File: src/rtl/mem_req_ctrl_pkg.sv
// Shared defaults and sizing helpers for the memory request controller and its
// response FIFO.
package mem_req_ctrl_pkg;

  localparam int DEF_ADDR_WIDTH = 6;
  localparam int DEF_DATA_WIDTH = 16;
  localparam int DEF_RSP_DEPTH  = 4;

  // Bits needed to index a buffer of 'depth' entries (at least one bit).
  function automatic int idx_bits(input int depth);
    if (depth > 1) begin
      return $clog2(depth);
    end else begin
      return 1;
    end
  endfunction

  // Bits needed to hold an occupancy count from 0 up to and including 'depth'.
  function automatic int cnt_bits(input int depth);
    return $clog2(depth + 1);
  endfunction

endpackage

File: src/rtl/mem_rsp_fifo.sv
// Circular response FIFO with a registered head word. A word pushed on an edge
// shows up on 'head' only after that edge; there is no same-cycle bypass.
module mem_rsp_fifo
  import mem_req_ctrl_pkg::*;
#(
  parameter  int DEPTH = DEF_RSP_DEPTH,
  parameter  int WIDTH = DEF_DATA_WIDTH,
  localparam int PW    = idx_bits(DEPTH),
  localparam int CW    = cnt_bits(DEPTH)
) (
  input  logic             clk,
  input  logic             rst,
  input  logic             push,
  input  logic [WIDTH-1:0] push_data,
  input  logic             pop,
  output logic [WIDTH-1:0] head,
  output logic [CW-1:0]    count,
  output logic             full,
  output logic             empty
);

  localparam logic [PW-1:0] LAST_IDX = PW'(DEPTH - 1);

  logic [WIDTH-1:0] store_r [DEPTH];
  logic [PW-1:0]    wr_ptr_r;
  logic [PW-1:0]    rd_ptr_r;
  logic [PW-1:0]    rd_ptr_nxt_s;
  logic [CW-1:0]    count_r;
  logic [WIDTH-1:0] head_r;
  logic [WIDTH-1:0] head_nxt_s;

  // Pointer advance with explicit wrap so non-power-of-two depths work.
  function automatic logic [PW-1:0] ptr_inc(input logic [PW-1:0] p);
    if (p == LAST_IDX) begin
      return {PW{1'b0}};
    end else begin
      return p + PW'(1);
    end
  endfunction

  // Work out which word sits at the head after this edge's pop/push.
  always_comb begin
    rd_ptr_nxt_s = rd_ptr_r;
    head_nxt_s   = {WIDTH{1'b0}};
    if (pop) begin
      rd_ptr_nxt_s = ptr_inc(rd_ptr_r);
    end else begin
      rd_ptr_nxt_s = rd_ptr_r;
    end
    // The write pointer only meets the new read pointer when the FIFO would
    // otherwise be empty, so the incoming word becomes the head directly.
    if (push && (wr_ptr_r == rd_ptr_nxt_s)) begin
      head_nxt_s = push_data;
    end else begin
      head_nxt_s = store_r[rd_ptr_nxt_s];
    end
  end

  // Storage array write; contents need no reset because count gates visibility.
  always_ff @(posedge clk) begin
    if (push) begin
      store_r[wr_ptr_r] <= push_data;
    end
  end

  // Pointers, occupancy and head register.
  always_ff @(posedge clk) begin
    if (rst) begin
      wr_ptr_r <= {PW{1'b0}};
      rd_ptr_r <= {PW{1'b0}};
      count_r  <= {CW{1'b0}};
      head_r   <= {WIDTH{1'b0}};
    end else begin
      if (push) begin
        wr_ptr_r <= ptr_inc(wr_ptr_r);
      end
      rd_ptr_r <= rd_ptr_nxt_s;
      head_r   <= head_nxt_s;
      case ({push, pop})
        2'b10:   count_r <= count_r + CW'(1);
        2'b01:   count_r <= count_r - CW'(1);
        default: count_r <= count_r;
      endcase
    end
  end

  assign head  = head_r;
  assign count = count_r;
  assign full  = (count_r == CW'(DEPTH));
  assign empty = (count_r == {CW{1'b0}});

  mem_rsp_fifo_chk u_chk (
    .clk   (clk),
    .rst   (rst),
    .push  (push),
    .pop   (pop),
    .full  (full),
    .empty (empty)
  );

endmodule

File: src/rtl/mem_rsp_fifo_chk.sv
// Property checker for the response FIFO: the credit scheme upstream must never
// push into a full FIFO, and the valid gating must never pop an empty one.
module mem_rsp_fifo_chk (
  input logic clk,
  input logic rst,
  input logic push,
  input logic pop,
  input logic full,
  input logic empty
);

  a_no_push_when_full: assert property (@(posedge clk) disable iff (rst) !(push && full));

  a_no_pop_when_empty: assert property (@(posedge clk) disable iff (rst) !(pop && empty));

endmodule

File: src/rtl/mem_req_ctrl.sv
// Initiator-side controller for a single-port synchronous RAM with a one-cycle
// registered read. Requests pass straight through to the RAM port; read data
// returns in order through a credit-limited response FIFO.
module mem_req_ctrl
  import mem_req_ctrl_pkg::*;
#(
  parameter int ADDR_WIDTH = DEF_ADDR_WIDTH,
  parameter int DATA_WIDTH = DEF_DATA_WIDTH,
  parameter int RSP_DEPTH  = DEF_RSP_DEPTH
) (
  input  logic                  clk,
  input  logic                  rst,
  input  logic                  req_valid,
  output logic                  req_ready,
  input  logic                  req_we,
  input  logic [ADDR_WIDTH-1:0] req_addr,
  input  logic [DATA_WIDTH-1:0] req_data,
  output logic                  rsp_valid,
  input  logic                  rsp_ready,
  output logic [DATA_WIDTH-1:0] rsp_data,
  output logic                  mem_we,
  output logic [ADDR_WIDTH-1:0] mem_addr,
  output logic [DATA_WIDTH-1:0] mem_data,
  input  logic [DATA_WIDTH-1:0] mem_out,
  output logic                  busy
);

  localparam int CW = cnt_bits(RSP_DEPTH);

  logic                  inflight_r;
  logic [CW-1:0]         fifo_count_s;
  logic                  fifo_full_s;
  logic                  fifo_empty_s;
  logic [DATA_WIDTH-1:0] fifo_head_s;
  logic [CW:0]           credit_used_s;
  logic                  ready_s;
  logic                  rd_fire_s;
  logic                  rsp_valid_s;
  logic                  pop_s;

  // Credit and handshake decode. Readiness depends only on registered state
  // (plus reset), so there is no path from req_valid or rsp_ready into it.
  always_comb begin
    credit_used_s = {1'b0, fifo_count_s} + {{CW{1'b0}}, inflight_r};
    if (rst) begin
      ready_s = 1'b0;
    end else begin
      ready_s = (credit_used_s < (CW + 1)'(RSP_DEPTH)) && !fifo_full_s;
    end
    rd_fire_s   = req_valid && ready_s && !req_we;
    rsp_valid_s = !rst && !fifo_empty_s;
    pop_s       = rsp_valid_s && rsp_ready;
  end

  // RAM drive and client-facing outputs; all quiet while reset is held.
  always_comb begin
    mem_addr  = req_addr;
    mem_data  = req_data;
    mem_we    = req_valid && ready_s && req_we;
    req_ready = ready_s;
    rsp_valid = rsp_valid_s;
    if (rst) begin
      rsp_data = {DATA_WIDTH{1'b0}};
      busy     = 1'b0;
    end else begin
      rsp_data = fifo_head_s;
      busy     = inflight_r || !fifo_empty_s;
    end
  end

  // A read accepted this cycle has its data on mem_out during the next one.
  always_ff @(posedge clk) begin
    if (rst) begin
      inflight_r <= 1'b0;
    end else begin
      inflight_r <= rd_fire_s;
    end
  end

  mem_rsp_fifo #(
    .DEPTH (RSP_DEPTH),
    .WIDTH (DATA_WIDTH)
  ) u_rsp_fifo (
    .clk       (clk),
    .rst       (rst),
    .push      (inflight_r),
    .push_data (mem_out),
    .pop       (pop_s),
    .head      (fifo_head_s),
    .count     (fifo_count_s),
    .full      (fifo_full_s),
    .empty     (fifo_empty_s)
  );

endmodule
File: config.mk
export PLATFORM = sky130hd
export DESIGN_NAME = mem_req_ctrl
export DESIGN_NICKNAME = d
export VERILOG_FILES = /design/src/rtl/mem_req_ctrl_pkg.sv /design/src/rtl/mem_rsp_fifo.sv /design/src/rtl/mem_rsp_fifo_chk.sv /design/src/rtl/mem_req_ctrl.sv
export SDC_FILE = /design/constraint.sdc
export NUM_CORES = 1
export LEC_CHECK = 0
export CAP_MARGIN = 20
export CORE_MARGIN = 5
export CORE_UTILIZATION = 45
export DETAILED_ROUTE_END_ITERATION = 16
export PLACE_DENSITY = 0.76
export SETUP_SLACK_MARGIN = 0.3
export SLEW_MARGIN = 20
export SYNTH_ARGS = -nofsm -noshare
export SYNTH_HDL_FRONTEND = slang
export SYNTH_HIERARCHICAL = 1
export SYNTH_SLANG_ARGS = --single-unit
File: constraint.sdc
create_clock -name clk -period 2.1 [get_ports clk]
set_input_delay 0.42 -clock clk [delete_from_list [all_inputs] [get_ports clk]]
set_output_delay 0.42 -clock clk [all_outputs]
set_load 0.005 [all_outputs]
==> impl_metrics.tcl, run 1 <==
set metrics [dict create \
    grt_pass1_vias 2150 \
    drt_iter0_drc 64 \
    wl_per_cell_um 18.0 \
    ios 85 \
    finalHoldViolCount 0 \
    cts-htree-levels 3 \
    reg2reg_from "u_rsp_fifo/count[1]" \
    yosysUniqueCellTypes 33 \
    area_growth_pct 23.4 \
    diodes 0 \
    cts_buffers 9 \
    skew_ps 9.94 \
    place_inst 367 \
    r2r_slack_ps -60 \
    layout_common_cells "64 x edfxtp_1, 28 x buf_4, 20 x clkdlybuf4s50_1, 20 x dfxtp_1, 19 x nor2b_1" \
    syn-num-nets 276 \
    ys_warn_count 6 \
    p_switching_uw 742 \
    grt_max_degree 17 \
    min_period_over_period_pct 103 \
    die_w_um 101 \
    die_h_um 101 \
    violations "setup timing" \
    p_int_uw 2690 \
    finish.instance_area_mm2 0.00456 \
    startpoint "u_rsp_fifo/count[1]" \
    setup_slack_ps -64.2 \
    yosysSeqAreaShare_pct 65.0 \
    cts.sinks 88 \
    max_slew_margin_pct 43.7 \
    core_area_mm2 0.00809 \
    placed_cell_area_mm2 0.00422 \
    avgSynthCellArea_um2 16.4 \
    rows 33 \
    worstReg2RegEnd "u_rsp_fifo/head[12]" \
    clkTransAtPathRegs_ps 80 \
    vias 2071 \
    n_fill_cell 671 \
    start_util_pct 45.7 \
    critPathCaptureType "flop" \
    hold_ws_ps 475 \
    pre_cts_ws_ps -497 \
    cts_buffer_depth 2 \
    place_congestion 0.678 \
    netlist_instances 226 \
    drive_above_1_share_pct 31.7 \
    die_area_mm2 0.0101 \
    holdBufCountCts 0 \
    crit_type "reg -> reg" \
    antenna_found_initial 0 \
    hp-class "in -> reg" \
    switching_share_pct 21.6 \
    ant_nets 0 \
    drc 0 \
    crit_path_start_kind "flop" \
    run_status "finished with violations" \
    global_route.usage.total_pct 14.7 \
    dp_hpwl_um 4600 \
    power_frac_seq_pct 56.2 \
    portBuffers 40 \
    maxCapViolCount 0 \
    viasPerCell 5.28 \
    clock_latency_ps 350 \
    arrival_ps 2410 \
    rsz0062_at_grt "yes" \
    worst_pin_slew_ps 844 \
    final_common_cell "edfxtp_1" \
    peakVddDrop_v 0.000456 \
    synth-seq-cells 88 \
    cp.required_ps 2350 \
    grt_pass1_wl_um 11000 \
    drt_wl_total_um 7070 \
    crit_path_max_fanout 6 \
    worstRegToRegCells 9 \
    p_leak_uw 0.00174 \
    pwr-share-clk_pct 33.6 \
    grt_remaining_overflow 0 \
    critPathCapture "u_rsp_fifo/head[12]" \
    cts_tree "built" \
    slew_viol_final 0 \
    root_buffer "clkbuf_8" \
    p_per_area_mw_per_mm2 752 \
    nets 333 \
    synthesis.area_mm2 0.00370 \
    comb_power_share_pct 10.2 \
    finalSetupViolations 17 \
    fin_crit_ps 2160 \
    fmax_mhz 462 \
    first_pass_iters 4 \
    final-instance-count-excl-fill 392 \
]
==> critical path, stage by stage, from the launching register on <==
cell and delay, ps:
dfxtp_2 330, buf_6 110, nor3_4 230, nor2_4 60, and2_4 150, mux2_4 360, mux2i_2 180, and4b_2 270
buf_4 160, a22o_1 210
==> cell families after synthesis <==
logic type               after synthesis  share of synthesized area (%)
AND/OR/NAND/NOR                       47                           7.75
flip-flops                            88                           65.0
adder cells (fa/ha/maj)                7                           2.57
AO/OA/AOI/OAI                         22                           4.81
buffers and inverters                 39                           7.44
multiplexers                          21                           12.0
XOR/XNOR                               2                          0.474
==> power groups by stage <==
stage / Clock, µW / Combinational, µW / Sequential (µW)
2_1_floorplan: 0 / 195 / 1960
3_3_place_gp: 0 / 317 / 1970
3_5_place_dp: 0 / 326 / 1970
4_1_cts: 1180 / 334 / 1930
5_1_grt: 1260 / 381 / 1930
6_report: 1150 / 350 / 1930
==> worst min path at each step <==
stage / start / end / slack (ps) / depth (start not counted)
floorplan: req_we / inflight_r / 500 / 1
global placement: u_rsp_fifo/wr_ptr_r[1] / u_rsp_fifo/wr_ptr_r[1] / 570 / 2
detailed placement: u_rsp_fifo/wr_ptr_r[1] / u_rsp_fifo/wr_ptr_r[1] / 610 / 2
CTS: rst / inflight_r / 490 / 3
global route: rst / inflight_r / 470 / 3
finish: rst / inflight_r / 470 / 3
==> per-layer routing <==
layer | global-route usage (%) | up-vias | wire length (µm)
met5 | 0 | - | 0
met4 | 6.94 | 0 | 167
met3 | 3.25 | 26 | 455
met2 | 24.5 | 66 | 3500
met1 | 18.1 | 1034 | 2950
li1 | - | 945 | -
==> sequential cells by signal, indices dropped and copies added (netlist names) <==
register and flops:
u_rsp_fifo/wr_ptr_r 2, u_rsp_fifo/rd_ptr_r 2, u_rsp_fifo/store_r 64, u_rsp_fifo/count 3
inflight_r 1, u_rsp_fifo/head 16
==> synth_stat cells <==
cell	count	area, µm²
a21oi_1	4	20.0
a22o_1	16	140
a31oi_2	1	12.5
and2_1	5	31.3
and3_1	3	18.8
and4b_1	1	10.0
buf_12	1	20.0
buf_2	3	15.0
buf_4	23	173
buf_6	3	33.8
clkbuf_1	1	3.75
dfxtp_1	24	480
edfxtp_1	64	1920
fa_1	1	20.0
ha_1	6	75.1
inv_1	8	30.0
mux2_2	1	11.3
mux2_4	1	15.0
mux2i_1	3	30.0
mux4_1	7	184
mux4_2	9	203
nand2_1	1	3.75
nand2b_1	1	6.26
nor2_1	8	30.0
nor2b_1	20	125
nor3_1	3	15.0
nor3b_1	1	7.51
nor3b_2	1	12.5
nor4_1	1	6.26
o21ai_0	1	5.00
or3_1	1	6.26
or4b_4	1	13.8
xor2_1	2	17.5
==> area by class of cell <==
| class | instances | area, µm² | share of cell area [%] |
|---|---|---|---|
| clock buffers | 10 | 138 | 3.02 |
| clock inverters | 5 | 56.3 | 1.23 |
| inverters | 8 | 30.0 | 0.658 |
| multi-input cells | 99 | 1090 | 24.0 |
| flip-flops and latches | 88 | 2410 | 52.8 |
| well taps | 105 | 131 | 2.88 |
| repair buffers | 77 | 702 | 15.4 |
==> what timing repair did <==
item / 4_1_cts / 5_1_grt
buffers inserted: 4 / 5
hold endpoints to repair: 0 / 0
endpoints found under the setup margin: 38 / 28
gates resized for setup: 48 / 17
cloned: 1 / 0
pin swaps: 7 / 5
==> through the flow <==
step                      util [%]  TNS [ps]  total power, µW
final                         56.4      -794             3430
after global routing          56.4     -2260             3580
after detailed placement      52.2    -10850             2290
after floorplan                  -     -21.0             2160
after global placement        52.2     -9270             2280
after CTS                     55.4      -685             3440
No activity file was read; power rests on OpenSTA's default activity.
==> run 2: changes to the inputs <==
--- a/config.mk
+++ b/config.mk
@@ -6,7 +6,7 @@
 export NUM_CORES = 1
 export LEC_CHECK = 0
 export CAP_MARGIN = 20
-export CORE_MARGIN = 5
+export CORE_MARGIN = 2
 export CORE_UTILIZATION = 45
 export DETAILED_ROUTE_END_ITERATION = 16
 export PLACE_DENSITY = 0.76
==> impl_metrics.tcl, run 2 (synthesized netlist as in run 1, its figures left out) <==
set metrics [dict create \
    place_inst 361 \
    critical-path-top-delay-family "simple AND/OR/NAND/NOR gates" \
    p_int_uw 2590 \
    max_slew_margin_pct 40.3 \
    first_pass_iters 7 \
    root_buffer "clkbuf_8" \
    drive_above_1_share_pct 36.6 \
    p_switching_uw 830 \
    cts_buffer_depth 2 \
    hp-class "in -> reg" \
    cts_tree "built" \
    power_frac_seq_pct 56.3 \
    die_area_mm2 0.00896 \
    antenna_found_initial 0 \
    cp.required_ps 2350 \
    clkTransAtPathRegs_ps 90 \
    drt_wl_total_um 6990 \
    pwr-share-clk_pct 32.9 \
    worstReg2RegEnd "u_rsp_fifo/head[10]" \
    rows 33 \
    ios 85 \
    p_per_area_mw_per_mm2 749 \
    critPathCaptureType "flop" \
    fin_tns_setup_ps -998 \
    crit_type "reg -> reg" \
    core_area_mm2 0.00809 \
    worstRegToRegCells 9 \
    startpoint "u_rsp_fifo/count[0]" \
    final-instance-count-excl-fill 389 \
    final_common_cell "edfxtp_1" \
    min_period_over_period_pct 104 \
    worst_pin_slew_ps 895 \
    area_growth_pct 23.7 \
    top_register "u_rsp_fifo/store_r" \
    grt_max_degree 19 \
    ant_nets 0 \
    holdBufCountCts 0 \
    finish.instance_area_mm2 0.00457 \
    peakVddDrop_v 0.000500 \
    portBuffers 40 \
    largest_register_ffs 64 \
    fmax_mhz 458 \
    drt_iter0_drc 119 \
    rsz0062_at_grt "yes" \
    grt_pass1_vias 2063 \
    nets 329 \
    max_stage_delay_ps 350 \
    slew_viol_final 0 \
    crit_path_start_kind "flop" \
    finalHoldViolCount 0 \
    diodes 0 \
    cts-htree-levels 3 \
    finalSetupViolations 17 \
    r2r_slack_ps -80 \
    die_h_um 94.6 \
    fin_crit_ps 2180 \
    cp.depth 9 \
    arrival_ps 2430 \
    placed_cell_area_mm2 0.00421 \
    crit_path_max_fanout 6 \
    reg2reg_from "u_rsp_fifo/count[0]" \
    global_route.usage.total_pct 16.7 \
    layout_common_cells "64 x edfxtp_1, 20 x dfxtp_1, 19 x clkdlybuf4s50_1, 19 x buf_2, 19 x buf_4" \
    violations "setup timing" \
    wl_per_cell_um 18.0 \
    maxCapViolCount 0 \
    setup_slack_ps -81.4 \
    p_leak_uw 0.00167 \
    viasPerCell 5.24 \
    clock_latency_ps 360 \
    start_util_pct 45.7 \
    skew_ps 11.8 \
    dp_hpwl_um 4190 \
    slowest_stage "mux2_4" \
    switching_share_pct 24.2 \
    run_status "finished with violations" \
    die_w_um 94.6 \
    cts_buffers 9 \
    cts.sinks 88 \
    path_cells "buf_6 > nor3_4 > nor2_4 > and2_4 > mux2_4 > mux2i_2 > and4b_2 > buf_12 > a22o_1" \
    drc 0 \
    comb_power_share_pct 10.7 \
    grt_remaining_overflow 0 \
    vias 2040 \
    place_congestion 0.756 \
    critPathCapture "u_rsp_fifo/head[10]" \
    grt_pass1_wl_um 10800 \
    cp_num_buf_inv 2 \
]
[run 2: tightest hold or removal path, cell delays in order]
cell	delay (ps)
clkdlybuf4s15_2	200
or4b_4	130
nor3_1	40
[run 2: power groups by stage]
| stage | Combinational, µW | Sequential [µW] | Clock (µW) |
|---|---|---|---|
| 2_1_floorplan | 195 | 1960 | 0 |
| 3_3_place_gp | 321 | 1970 | 0 |
| 3_5_place_dp | 330 | 1970 | 0 |
| 4_1_cts | 351 | 1930 | 1150 |
| 5_1_grt | 400 | 1930 | 1230 |
| 6_report | 367 | 1930 | 1130 |
[run 2: final cells by class]
cell class	instances	area, µm²
multi-input combinational	99	1110
inverter	8	30.0
clock buffer	9	124
timing repair buffer	73	698
tap	105	131
sequential	88	2410
fill	663	3520
clock inverter	7	68.8
[run 2: metrics by stage]
step	utilization [%]	total power (µW)	hold WS [ps]	worst slack, ps
global route	56.5	3560	449	-136
CTS	55.4	3430	456	-72.4
global placement	52.1	2290	538	-400
floorplan	-	2160	497	-2.33
detailed placement	52.1	2300	555	-468
finish	56.5	3420	463	-81.4
[run 2: per-layer routing]
metal  share of wire (%)  track usage [%]  up-vias
li1                    -                -      941
met1                  42             20.8     1020
met2                  50             27.7       56
met3                 5.7             3.75       23
met4                 1.7             7.85        0
met5                   0                0        -
[run 2: how the worst min path moves through the flow]
stage                     depth (start not counted)                  end           startpoint  slack (ps)
after floorplan                                   1           inflight_r               req_we         500
after global placement                            2  u_rsp_fifo/count[2]  u_rsp_fifo/count[2]         540
after detailed placement                          2  u_rsp_fifo/count[2]  u_rsp_fifo/count[2]         560
after CTS                                         3           inflight_r                  rst         460
after global routing                              3           inflight_r                  rst         450
final                                             3           inflight_r                  rst         460
[run 2: what timing repair did]
| action | 4_1_cts | 5_1_grt |
|---|---|---|
| cloned | 2 | 1 |
| setup buffers | 5 | 4 |
| gates resized for setup | 104 | 9 |
| setup endpoints to repair | 38 | 29 |
| pin swaps | 4 | 6 |
==> run 3: changes to the inputs <==
--- a/config.mk
+++ b/config.mk
@@ -7,9 +7,8 @@
 export LEC_CHECK = 0
 export CAP_MARGIN = 20
 export CORE_MARGIN = 2
-export CORE_UTILIZATION = 45
+export CORE_UTILIZATION = 30
 export DETAILED_ROUTE_END_ITERATION = 16
-export PLACE_DENSITY = 0.76
 export SETUP_SLACK_MARGIN = 0.3
 export SLEW_MARGIN = 20
 export SYNTH_ARGS = -nofsm -noshare
==> impl_metrics.tcl, run 3 (synthesized netlist as in run 1, its figures left out) <==
set metrics [dict create \
    run_status "finished with violations" \
    violations "setup timing" \
    setup_slack_ps -76.3 \
    first_pass_iters 3 \
    n_fill_cell 1111 \
    hold_ws_ps 494 \
    largest_register_ffs 64 \
    clock_latency_ps 330 \
    worst_pin_slew_ps 927 \
    nets 327 \
    pre_cts_ws_ps -478 \
    path_cells "buf_6 > nor3_4 > nor2_4 > and2_4 > mux2_4 > mux2i_2 > and4b_2 > buf_12 > a22o_1" \
    seq_area_mm2 0.00241 \
    fmax_mhz 459 \
    reg2reg_from "u_rsp_fifo/count[1]" \
    cts_buffers 9 \
    grt_pass1_wl_um 11300 \
    top_register "u_rsp_fifo/store_r" \
    vias 2032 \
    core_area_mm2 0.0120 \
    crit_path_max_fanout 9 \
    worstReg2RegEnd "u_rsp_fifo/head[11]" \
    grt_pass1_vias 2181 \
    global_route.usage.total_pct 11.7 \
    max_stage_delay_ps 360 \
    clkTransAtPathRegs_ps 60 \
    min_period_over_period_pct 104 \
    root_buffer "clkbuf_16" \
    ios 85 \
    peakVddDrop_v 0.000403 \
    drc 0 \
    r2r_slack_ps -80 \
    cts_tree "built" \
    diodes 0 \
    antenna_found_initial 0 \
    critPathCaptureType "flop" \
    p_leak_uw 0.00183 \
    maxCapViolCount 0 \
    die_area_mm2 0.0132 \
    slowest_stage "mux2_4" \
    slew_viol_final 0 \
    ant_nets 0 \
    grt_remaining_overflow 0 \
    hp-class "in -> reg" \
    die_h_um 115 \
    min_path_cells 3 \
    fin_crit_ps 2180 \
    place_congestion 0.672 \
    worstRegToRegCells 9 \
    crit_path_start_kind "flop" \
    skew_ps 6.24 \
    die_w_um 115 \
    rows 40 \
    finalHoldViolCount 0 \
    final-instance-count-excl-fill 429 \
    p_per_area_mw_per_mm2 834 \
    arrival_ps 2400 \
    start_util_pct 30.8 \
    grt_max_degree 17 \
    cts_buffer_depth 2 \
    cts-htree-levels 3 \
    drt_wl_total_um 7280 \
    drive_above_1_share_pct 30.5 \
    portBuffers 40 \
    viasPerCell 4.74 \
    critPathCapture "u_rsp_fifo/head[11]" \
    max_slew_margin_pct 38.2 \
    layout_common_cells "64 x edfxtp_1, 20 x clkdlybuf4s50_1, 20 x dfxtp_1" \
    startpoint "u_rsp_fifo/count[1]" \
    crit_type "reg -> reg" \
    drt_iter0_drc 59 \
    area_growth_pct 29.5 \
    wl_per_cell_um 17.0 \
    finalPower_uw 3990 \
    multi_input_area_mm2 0.00108 \
    dp_hpwl_um 4430 \
    rsz0062_at_grt "yes" \
    place_inst 403 \
    finalSetupViolations 18 \
    cts.sinks 88 \
    cp.required_ps 2320 \
    final_common_cell "edfxtp_1" \
]
run 3: worst min-delay path by stage:
stage / startpoint / endpoint / slack (ps)
4_1_cts: rst / inflight_r / 480
2_1_floorplan: req_we / inflight_r / 500
6_report: rst / inflight_r / 490
3_3_place_gp: u_rsp_fifo/count[1] / u_rsp_fifo/count[1] / 510
3_5_place_dp: u_rsp_fifo/count[1] / u_rsp_fifo/count[1] / 520
5_1_grt: rst / inflight_r / 520
run 3: worst max-delay path: cells and delay by family (launching register included):
| family | cells | cell delay, ps |
|---|---|---|
| flops | 1 | 330 |
| mux | 2 | 540 |
| simple gates | 4 | 710 |
| buf+inv | 2 | 260 |
| compound gates | 1 | 220 |
run 3: routing by layer:
metal	global-route usage, %	up-vias	share of wire [%]
li1	-	934	-
met1	13.8	1023	43
met2	20.2	46	50
met3	2.95	29	3.9
met4	5.22	0	2.6
met5	0	-	0
run 3: report_power, final:
part | switching (µW) | total, µW | leakage, µW | internal, µW
Sequential | 17.9 | 1930 | 0.000778 | 1910
Clock | 641 | 1690 | 0.000153 | 1050
Combinational | 151 | 373 | 0.000902 | 222
Total | 809 | 3990 | 0.00183 | 3180
run 3: stage by stage:
stage | utilization, % | setup TNS (ps) | instance area [µm²]
after floorplan | - | -21.0 | 3730
after global placement | 35.6 | -10390 | 4280
after detailed placement | 35.6 | -11210 | 4280
after CTS | 39.5 | -1180 | 4750
after global routing | 39.9 | -2570 | 4790
final | 39.9 | -1060 | 4790
run 3: cell type report:
cell class                 instances  area share (%)
clock buffer                      10            4.78
clock inverter                     6            1.88
inverter                           8           0.627
multi-input combinational         99            22.6
sequential                        88            50.3
tap                              147            3.84
timing repair buffer              71            16.0
run 3: what timing repair did:
item                       4_1_cts  5_1_grt
pin swaps                        5        5
gates resized for setup         49       16
buffers inserted                 7        2
cloned                           1        0
hold buffers                     0        0
setup endpoints to repair       39       32
